$ cat src/rtl/seq_alu.sv
// rtl/seq_alu.sv - handshaked sequential ALU with iterative divide and optional iterative multiply
// SEQ_ALU_FAST_MUL_EN selects a single-cycle multiplier; undefined gives shift-add multiply.
module seq_alu #(
  parameter int WIDTH = 32
) (
  input  logic             clk,
  input  logic             rst_n,
  input  logic             in_valid,
  output logic             in_ready,
  input  logic [4:0]       in_op,
  input  logic [WIDTH-1:0] in_a,
  input  logic [WIDTH-1:0] in_b,
  output logic             out_valid,
  input  logic             out_ready,
  output logic [WIDTH-1:0] out_result,
  output logic [1:0]       out_flags,
  output logic             out_err
);

  localparam int LG = $clog2(WIDTH);
  localparam logic [WIDTH-1:0] ONE  = WIDTH'(1);
  localparam logic [LG-1:0]    LAST = LG'(WIDTH - 1);

  localparam logic [4:0] OP_ADD = 5'b00000, OP_SUB = 5'b00001, OP_MUL = 5'b00010,
                         OP_DIV = 5'b00011, OP_MOD = 5'b00100, OP_CMP = 5'b00101,
                         OP_AND = 5'b00110, OP_OR  = 5'b00111, OP_NOT = 5'b01000,
                         OP_MOV = 5'b01001, OP_LSL = 5'b01010, OP_LSR = 5'b01011,
                         OP_ASR = 5'b01100, OP_NOP = 5'b01101, OP_LDA = 5'b01110,
                         OP_STA = 5'b01111, OP_SET = 5'b11000, OP_RST = 5'b11001;

  typedef enum logic [1:0] {IDLE, BUSY, DONE} state_t;

  state_t           state, state_n;
  logic [LG-1:0]    cnt;
  logic [4:0]       op_r;
  logic [WIDTH-1:0] a_r, b_r, rem, quo;
  logic [WIDTH-1:0] alu_res, rem_n, quo_n, acc_n, fin;
  logic [WIDTH:0]   rem_sh, diff;
  logic [LG-1:0]    shamt;
  logic             alu_err, multi, big, b_zero, ge, accept;

  assign shamt  = in_b[LG-1:0];
  assign big    = |(in_b >> LG);
  assign b_zero = (in_b == '0);
  assign accept = in_valid && in_ready;

  always_comb begin
    alu_res = '0;
    alu_err = 1'b0;
    multi   = 1'b0;
    case (in_op)
      OP_ADD, OP_LDA, OP_STA: alu_res = in_a + in_b;
      OP_SUB: alu_res = in_a - in_b;
`ifdef SEQ_ALU_FAST_MUL_EN
      OP_MUL: alu_res = in_a * in_b;
`else
      OP_MUL: multi = 1'b1;
`endif
      OP_DIV: begin
        if (b_zero) begin
          alu_res = '1;
          alu_err = 1'b1;
        end else multi = 1'b1;
      end
      OP_MOD: begin
        if (b_zero) begin
          alu_res = in_a;
          alu_err = 1'b1;
        end else multi = 1'b1;
      end
      OP_CMP, OP_NOP: alu_res = '0;
      OP_AND: alu_res = in_a & in_b;
      OP_OR:  alu_res = in_a | in_b;
      OP_NOT: alu_res = ~in_b;
      OP_MOV: alu_res = in_b;
      OP_LSL: alu_res = big ? '0 : in_a << shamt;
      OP_LSR: alu_res = big ? '0 : in_a >> shamt;
      OP_ASR: alu_res = big ? {WIDTH{in_a[WIDTH-1]}} : $signed(in_a) >>> shamt;
      OP_SET: alu_res = big ? '0 : ONE << shamt;
      OP_RST: alu_res = big ? '1 : ~(ONE << shamt);
      default: alu_err = 1'b1;
    endcase
  end

  // Restoring divide step: the stored remainder is always below the divisor, so only the
  // shifted WIDTH+1-bit partial remainder needs the extra bit.
  always_comb begin
    rem_sh = {rem, quo[WIDTH-1]};
    diff   = rem_sh - {1'b0, b_r};
    ge     = ~diff[WIDTH];
    rem_n  = ge ? diff[WIDTH-1:0] : rem_sh[WIDTH-1:0];
    quo_n  = {quo[WIDTH-2:0], ge};
    acc_n  = rem + (quo[0] ? a_r : '0);
    if (op_r == OP_DIV)      fin = quo_n;
    else if (op_r == OP_MOD) fin = rem_n;
    else                     fin = acc_n;
  end

  always_comb begin
    state_n   = state;
    in_ready  = (state == IDLE) || (state == DONE && out_ready);
    out_valid = (state == DONE);
    case (state)
      IDLE: if (accept) state_n = multi ? BUSY : DONE;
      BUSY: if (cnt == LAST) state_n = DONE;
      DONE: begin
        if (accept)         state_n = multi ? BUSY : DONE;
        else if (out_ready) state_n = IDLE;
      end
      default: state_n = IDLE;
    endcase
  end

  always_ff @(posedge clk or negedge rst_n) begin
    if (!rst_n) state <= IDLE;
    else        state <= state_n;
  end

  // Multiply reuses rem as accumulator and quo as the right-shifting multiplier.
  always_ff @(posedge clk or negedge rst_n) begin
    if (!rst_n) begin
      cnt        <= '0;
      op_r       <= '0;
      a_r        <= '0;
      b_r        <= '0;
      rem        <= '0;
      quo        <= '0;
      out_result <= '0;
      out_err    <= 1'b0;
      out_flags  <= 2'b00;
    end else if (accept) begin
      op_r <= in_op;
      a_r  <= in_a;
      b_r  <= in_b;
      cnt  <= '0;
      rem  <= '0;
      quo  <= (in_op == OP_MUL) ? in_b : in_a;
      if (!multi) begin
        out_result <= alu_res;
        out_err    <= alu_err;
      end
      if (in_op == OP_CMP) out_flags <= {in_a > in_b, in_a == in_b};
    end else if (state == BUSY) begin
      cnt <= cnt + 1'b1;
      if (op_r == OP_MUL) begin
        rem <= acc_n;
        a_r <= a_r << 1;
        quo <= quo >> 1;
      end else begin
        rem <= rem_n;
        quo <= quo_n;
      end
      if (cnt == LAST) begin
        out_result <= fin;
        out_err    <= 1'b0;
      end
    end
  end

endmodule

$ cat config.mk
export PLATFORM = sky130hd
export DESIGN_NAME = seq_alu
export DESIGN_NICKNAME = d
export VERILOG_FILES = /design/src/rtl/seq_alu.sv
export SDC_FILE = /design/constraint.sdc
export NUM_CORES = 1
export LEC_CHECK = 0
export CORE_ASPECT_RATIO = 1.5
export CORE_MARGIN = 2
export CORE_UTILIZATION = 45
export DETAILED_ROUTE_END_ITERATION = 16
export HOLD_SLACK_MARGIN = 0.08
export PLACE_DENSITY = 0.66
export REMOVE_ABC_BUFFERS = 1
export SYNTH_ARGS = -nofsm -noshare
export SYNTH_HDL_FRONTEND = slang
export SYNTH_SLANG_ARGS = --single-unit
$ cat constraint.sdc
create_clock -name clk -period 6.53 [get_ports clk]
set_input_delay 1.6325 -clock clk [delete_from_list [all_inputs] [get_ports clk]]
set_output_delay 1.6325 -clock clk [all_outputs]
set_load 0.01 [all_outputs]
==> results.rst, run 1 <==
.. list-table::
   :header-rows: 1

   * - Metric
     - Value
   * - Proportion of synthesized chip area in sequential cells
     - 0.194
   * - Residual overflow from global routing
     - 0
   * - Count of fill cells added during filler insertion
     - 4911
   * - Final Setup Violations
     - 0
   * - Max Transition Viols Final
     - 0
   * - Routed via count divided by cell count
     - 6.98
   * - IR Drop Worst-Case VDD
     - 203 µV
   * - Total routing resource utilization after global routing
     - 0.449
   * - Number of warnings issued by yosys
     - 0
   * - First-pass GRT wire length
     - 173 mm
   * - CP Class
     - in2reg
   * - Synth Area in Simple Gates
     - 0.204
   * - Critical register-to-register path endpoint
     - out_result[9]$_DFFE_PN0P_
   * - Final hold viol count
     - 0
   * - Clock network power share
     - 0.207
   * - Post-detail-place hpwl
     - 93.1 mm
   * - Share of the synthesized area in compound gates (AO/OA/AOI/OAI)
     - 0.309
   * - Routed len/inst
     - 31.6 µm
   * - Final Net Count
     - 3359
   * - Power per unit of standard cell area
     - 195 nW/µm²
   * - DP Cell Count
     - 3756
   * - Arrival @ worst endpoint
     - 5.90 ns
   * - Vias in the first global route
     - 25500
   * - Register Area
     - 4380 µm²
   * - Area of the core
     - 49700 µm²
   * - Number of flops mapped to enable cells by yosys
     - 0
   * - Relative contribution of sequential cells to total power
     - 0.294
   * - Fraction of power consumed by combinational cells
     - 0.499
   * - Xor and xnor fraction of the mapped netlist area
     - 0.0403
   * - Number of buffers inserted by port buffering
     - 109
   * - Area of the die
     - 52100 µm²
   * - Post-Place Cell Area
     - 24800 µm²
   * - Placement Rows
     - 100
   * - Number of DRC markers in iteration 0
     - 3466
   * - Synth Area in Adders
     - 0.0976
   * - Crit share post-route
     - 0.852
   * - Via count
     - 26500
   * - Psw
     - 2.32 mW
   * - Worst R2R Start
     - quo[31]$_DFFE_PN0P_
   * - Maximum buffer depth of the clock tree
     - 2
   * - Post-synthesis register bit count
     - 175
   * - Die height
     - 279 µm
   * - Top fanout value on the critical path
     - 9
   * - Final instance area
     - 25400 µm²
   * - Post-synthesis instance total
     - 3058
   * - Post-Synthesis Cell Area
     - 22600 µm²
   * - Final non-filler cell total
     - 3790
   * - Number of buffers inserted during clock tree synthesis
     - 17
   * - Top_reg_cell synth
     - sky130_fd_sc_hd__dfrtp_1
   * - Initial cell density of the core
     - 0.455
   * - Antenna violations before repair
     - 5
   * - Clock period minus worst slack
     - 5.57 ns
   * - Multiplexer fraction of the synthesized cell area
     - 0.0905
   * - Final setup skew
     - 0.0218 ns
   * - Headroom to the max-slew limit
     - 0.0598
   * - Required time of the worst setup path
     - 6.87 ns
   * - Final Core Density
     - 0.511
   * - H-tree depth
     - 4
   * - Routability congestion estimate from global placement
     - 1.09
   * - Post-CTS resize count
     - 0
   * - Async set-or-reset flop fraction in the synthesized netlist
     - 1.00
   * - Routed wire length
     - 120 mm
   * - Clock Root Buffer
     - sky130_fd_sc_hd__clkbuf_16
   * - Leakage
     - 10.8 nW
   * - RSZ-0062 raised after global routing
     - no
   * - Post-placement worst setup slack
     - 0.637 ns
   * - Worst Reg2Reg Path Length in Cells
     - 14
   * - Remaining antenna violation count
     - 0
   * - Setup slack of the most critical reg-to-reg path
     - 1.96 ns
   * - Number of setup buffers added after CTS
     - 0
   * - Slew at the pin with the worst max-slew slack
     - 1.37 ns
   * - Clock latency reported for the late side of the worst-skew pair
     - 0.46 ns
   * - Max Fclk
     - 180 MHz
   * - Syn_area_per_cell
     - 7.39 µm²
   * - Clock Sinks
     - 175
   * - Clock transition at the register clock pins on the worst setup and hold paths after CTS
     - 0.08 ns
   * - Final Hold Slack
     - 0.480 ns
   * - Proportion of layout cells with a drive suffix above 1
     - 0.0938
   * - Number of unique standard cell types used by synthesis
     - 94
   * - Area occupied by multi-input gates
     - 16800 µm²
   * - Main combinational cell family by area after synthesis
     - compound AO/OA/AOI/OAI gates
   * - First element of the critical path
     - in_b[5]
   * - Internal Power
     - 2.64 mW
   * - Die width
     - 187 µm
   * - Type of the worst min-delay path
     - reg2reg
   * - Smallest setup slack after layout
     - 0.963 ns
   * - Worst setup path endpoint
     - out_result[29]$_DFFE_PN0P_
   * - Largest net degree at the start of global routing
     - 93
   * - Hold_buf cts
     - 0
   * - CTS tree
     - yes
   * - Number of iterations in the first detailed-routing pass
     - 8
   * - CP endpoint kind
     - flop
   * - Result of the run
     - finished, final reports clean
   * - Type of origin of the critical path
     - input port
   * - Num ports
     - 110
   * - Layout overhead on the synthesized area
     - 12.3%
   * - Max-cap violations
     - 0
   * - Switching share of power
     - 0.467
   * - DRC viols
     - 0
power by group through the flow:
stage	clock network [mW]	registers [mW]	logic [mW]
2_1_floorplan	0	1.40	1.43
3_3_place_gp	0	1.46	2.34
3_5_place_dp	0	1.47	2.36
4_1_cts	1.02	1.45	2.38
5_1_grt	1.07	1.47	2.62
6_report	1.03	1.46	2.48
layout by cell type (no fill, tap or decap), drive strengths merged, types with 26 or more instances in the layout:
cell type / synthesis / final
nor2b: 26 / 26
o21ai: 266 / 266
buf: 59 / 154
xor2: 27 / 27
a21o: 39 / 39
dfrtp: 175 / 175
a21oi: 224 / 224
nand3: 71 / 71
a31oi: 62 / 62
and2: 45 / 45
mux2i: 110 / 110
nor2: 250 / 250
nor3: 66 / 66
nor4: 26 / 26
nand2: 419 / 419
inv: 148 / 158
xnor2: 77 / 77
nand4: 28 / 28
a211oi: 31 / 31
o31ai: 53 / 53
mux4: 31 / 31
ha: 170 / 170
clkdlybuf4s50: 0 / 103
o211ai: 84 / 84
metrics by stage:
stage	total power, mW	TNS (ns)
2_1_floorplan	2.83	-7.10
3_3_place_gp	3.80	0
3_5_place_dp	3.83	0
4_1_cts	4.85	0
5_1_grt	5.16	0
6_report	4.96	0
state kept, by name, summed over array words and instances (netlist names):
signal,flops
op_r,5
rem,32
cnt,5
out_result,32
state,2
b_r,32
quo,32
a_r,32
out_err,1
out_flags,2
Yosys cell counts (21+ instances only):
cell                        count  area share
sky130_fd_sc_hd__mux2i_1      110       0.049
sky130_fd_sc_hd__a221oi_1      23      0.0089
sky130_fd_sc_hd__o21bai_1      22      0.0073
sky130_fd_sc_hd__a21oi_1      222       0.049
sky130_fd_sc_hd__o221ai_1      25      0.0097
sky130_fd_sc_hd__nand2_1      419       0.070
sky130_fd_sc_hd__a211oi_1      30       0.010
sky130_fd_sc_hd__a2111oi_0     21      0.0081
sky130_fd_sc_hd__mux4_2        31       0.031
sky130_fd_sc_hd__nor4_1        24      0.0066
sky130_fd_sc_hd__nand4_1       27      0.0075
sky130_fd_sc_hd__o211ai_1      83       0.028
sky130_fd_sc_hd__nor3_1        63       0.014
sky130_fd_sc_hd__nor2b_1       26      0.0072
sky130_fd_sc_hd__buf_1         26      0.0043
sky130_fd_sc_hd__clkbuf_1     164       0.027
sky130_fd_sc_hd__o31ai_1       52       0.017
sky130_fd_sc_hd__nor2_1       249       0.041
sky130_fd_sc_hd__xnor2_1       77       0.030
sky130_fd_sc_hd__a21o_1        39       0.013
sky130_fd_sc_hd__nand3_1       71       0.016
sky130_fd_sc_hd__o22ai_1       25      0.0069
sky130_fd_sc_hd__and2_1        44       0.012
sky130_fd_sc_hd__ha_1         170       0.094
sky130_fd_sc_hd__a31oi_1       62       0.017
sky130_fd_sc_hd__mux2_2        22       0.011
sky130_fd_sc_hd__xor2_1        27       0.010
sky130_fd_sc_hd__dfrtp_1      175        0.19
sky130_fd_sc_hd__buf_2         24      0.0053
sky130_fd_sc_hd__inv_1        146       0.024
sky130_fd_sc_hd__o21ai_0      253       0.056
cells by family after synthesis:
family,after synthesis
AOI/OAI and AO/OA,1058
and+or+nand+nor,1011
buffers and inverters,373
DFF,175
adders and majority gates,174
muxes,163
xor gates and xnor gates,104
metal layers:
| layer | global-route usage | wire length [µm] | vias up |
|---|---|---|---|
| met5 | 0 | 23 | - |
| met4 | 0.365 | 11400 | 4 |
| met3 | 0.0745 | 10500 | 467 |
| met2 | 0.732 | 55100 | 1820 |
| met1 | 0.521 | 42800 | 12800 |
| li1 | - | - | 11400 |
worst max-delay path, cell delays in order:
cell and delay, ns:
sky130_fd_sc_hd__clkdlybuf4s50_1 0.61, sky130_fd_sc_hd__inv_1 0.16, sky130_fd_sc_hd__ha_1 0.53, sky130_fd_sc_hd__o21ai_1 0.13, sky130_fd_sc_hd__a21oi_1 0.42, sky130_fd_sc_hd__a21boi_2 0.46
sky130_fd_sc_hd__a21oi_2 0.17, sky130_fd_sc_hd__o41ai_2 0.54, sky130_fd_sc_hd__a21o_1 0.28, sky130_fd_sc_hd__a311oi_1 0.19, sky130_fd_sc_hd__o311ai_1 0.37, sky130_fd_sc_hd__xnor2_1 0.10
sky130_fd_sc_hd__a221o_1 0.29
area by class of cell:
type / instances / share of cell area
Multi-Input combinational cell: 2510 / 0.663
Sequential cell: 175 / 0.172
Timing Repair Buffer: 258 / 0.0882
Tap cell: 663 / 0.0327
Inverter: 150 / 0.0222
Clock buffer: 19 / 0.0170
Clock inverter: 13 / 0.00473
Antenna cell: 2 / 0.000197
worst min path at each step:
stage                             start             endpoint  cells past startpoint
floorplan           b_r[10]$_DFFE_PN0P_  b_r[10]$_DFFE_PN0P_                      2
detailed placement  b_r[25]$_DFFE_PN0P_  b_r[25]$_DFFE_PN0P_                      2
finish              b_r[25]$_DFFE_PN0P_  b_r[25]$_DFFE_PN0P_                      2
global placement    op_r[4]$_DFFE_PN0P_  op_r[4]$_DFFE_PN0P_                      2
CTS                 b_r[25]$_DFFE_PN0P_  b_r[25]$_DFFE_PN0P_                      2
global route        b_r[25]$_DFFE_PN0P_  b_r[25]$_DFFE_PN0P_                      2
No activity file was read; power rests on OpenSTA's default activity.
==> run 2: changes to the inputs <==
--- a/config.mk
+++ b/config.mk
@@ -9,7 +9,6 @@
 export CORE_MARGIN = 2
 export CORE_UTILIZATION = 45
 export DETAILED_ROUTE_END_ITERATION = 16
-export HOLD_SLACK_MARGIN = 0.08
 export PLACE_DENSITY = 0.66
 export REMOVE_ABC_BUFFERS = 1
 export SYNTH_ARGS = -nofsm -noshare
==> results of run 2 <==
Same layout as run 1: the final DEF is identical, and so are final timing and power.
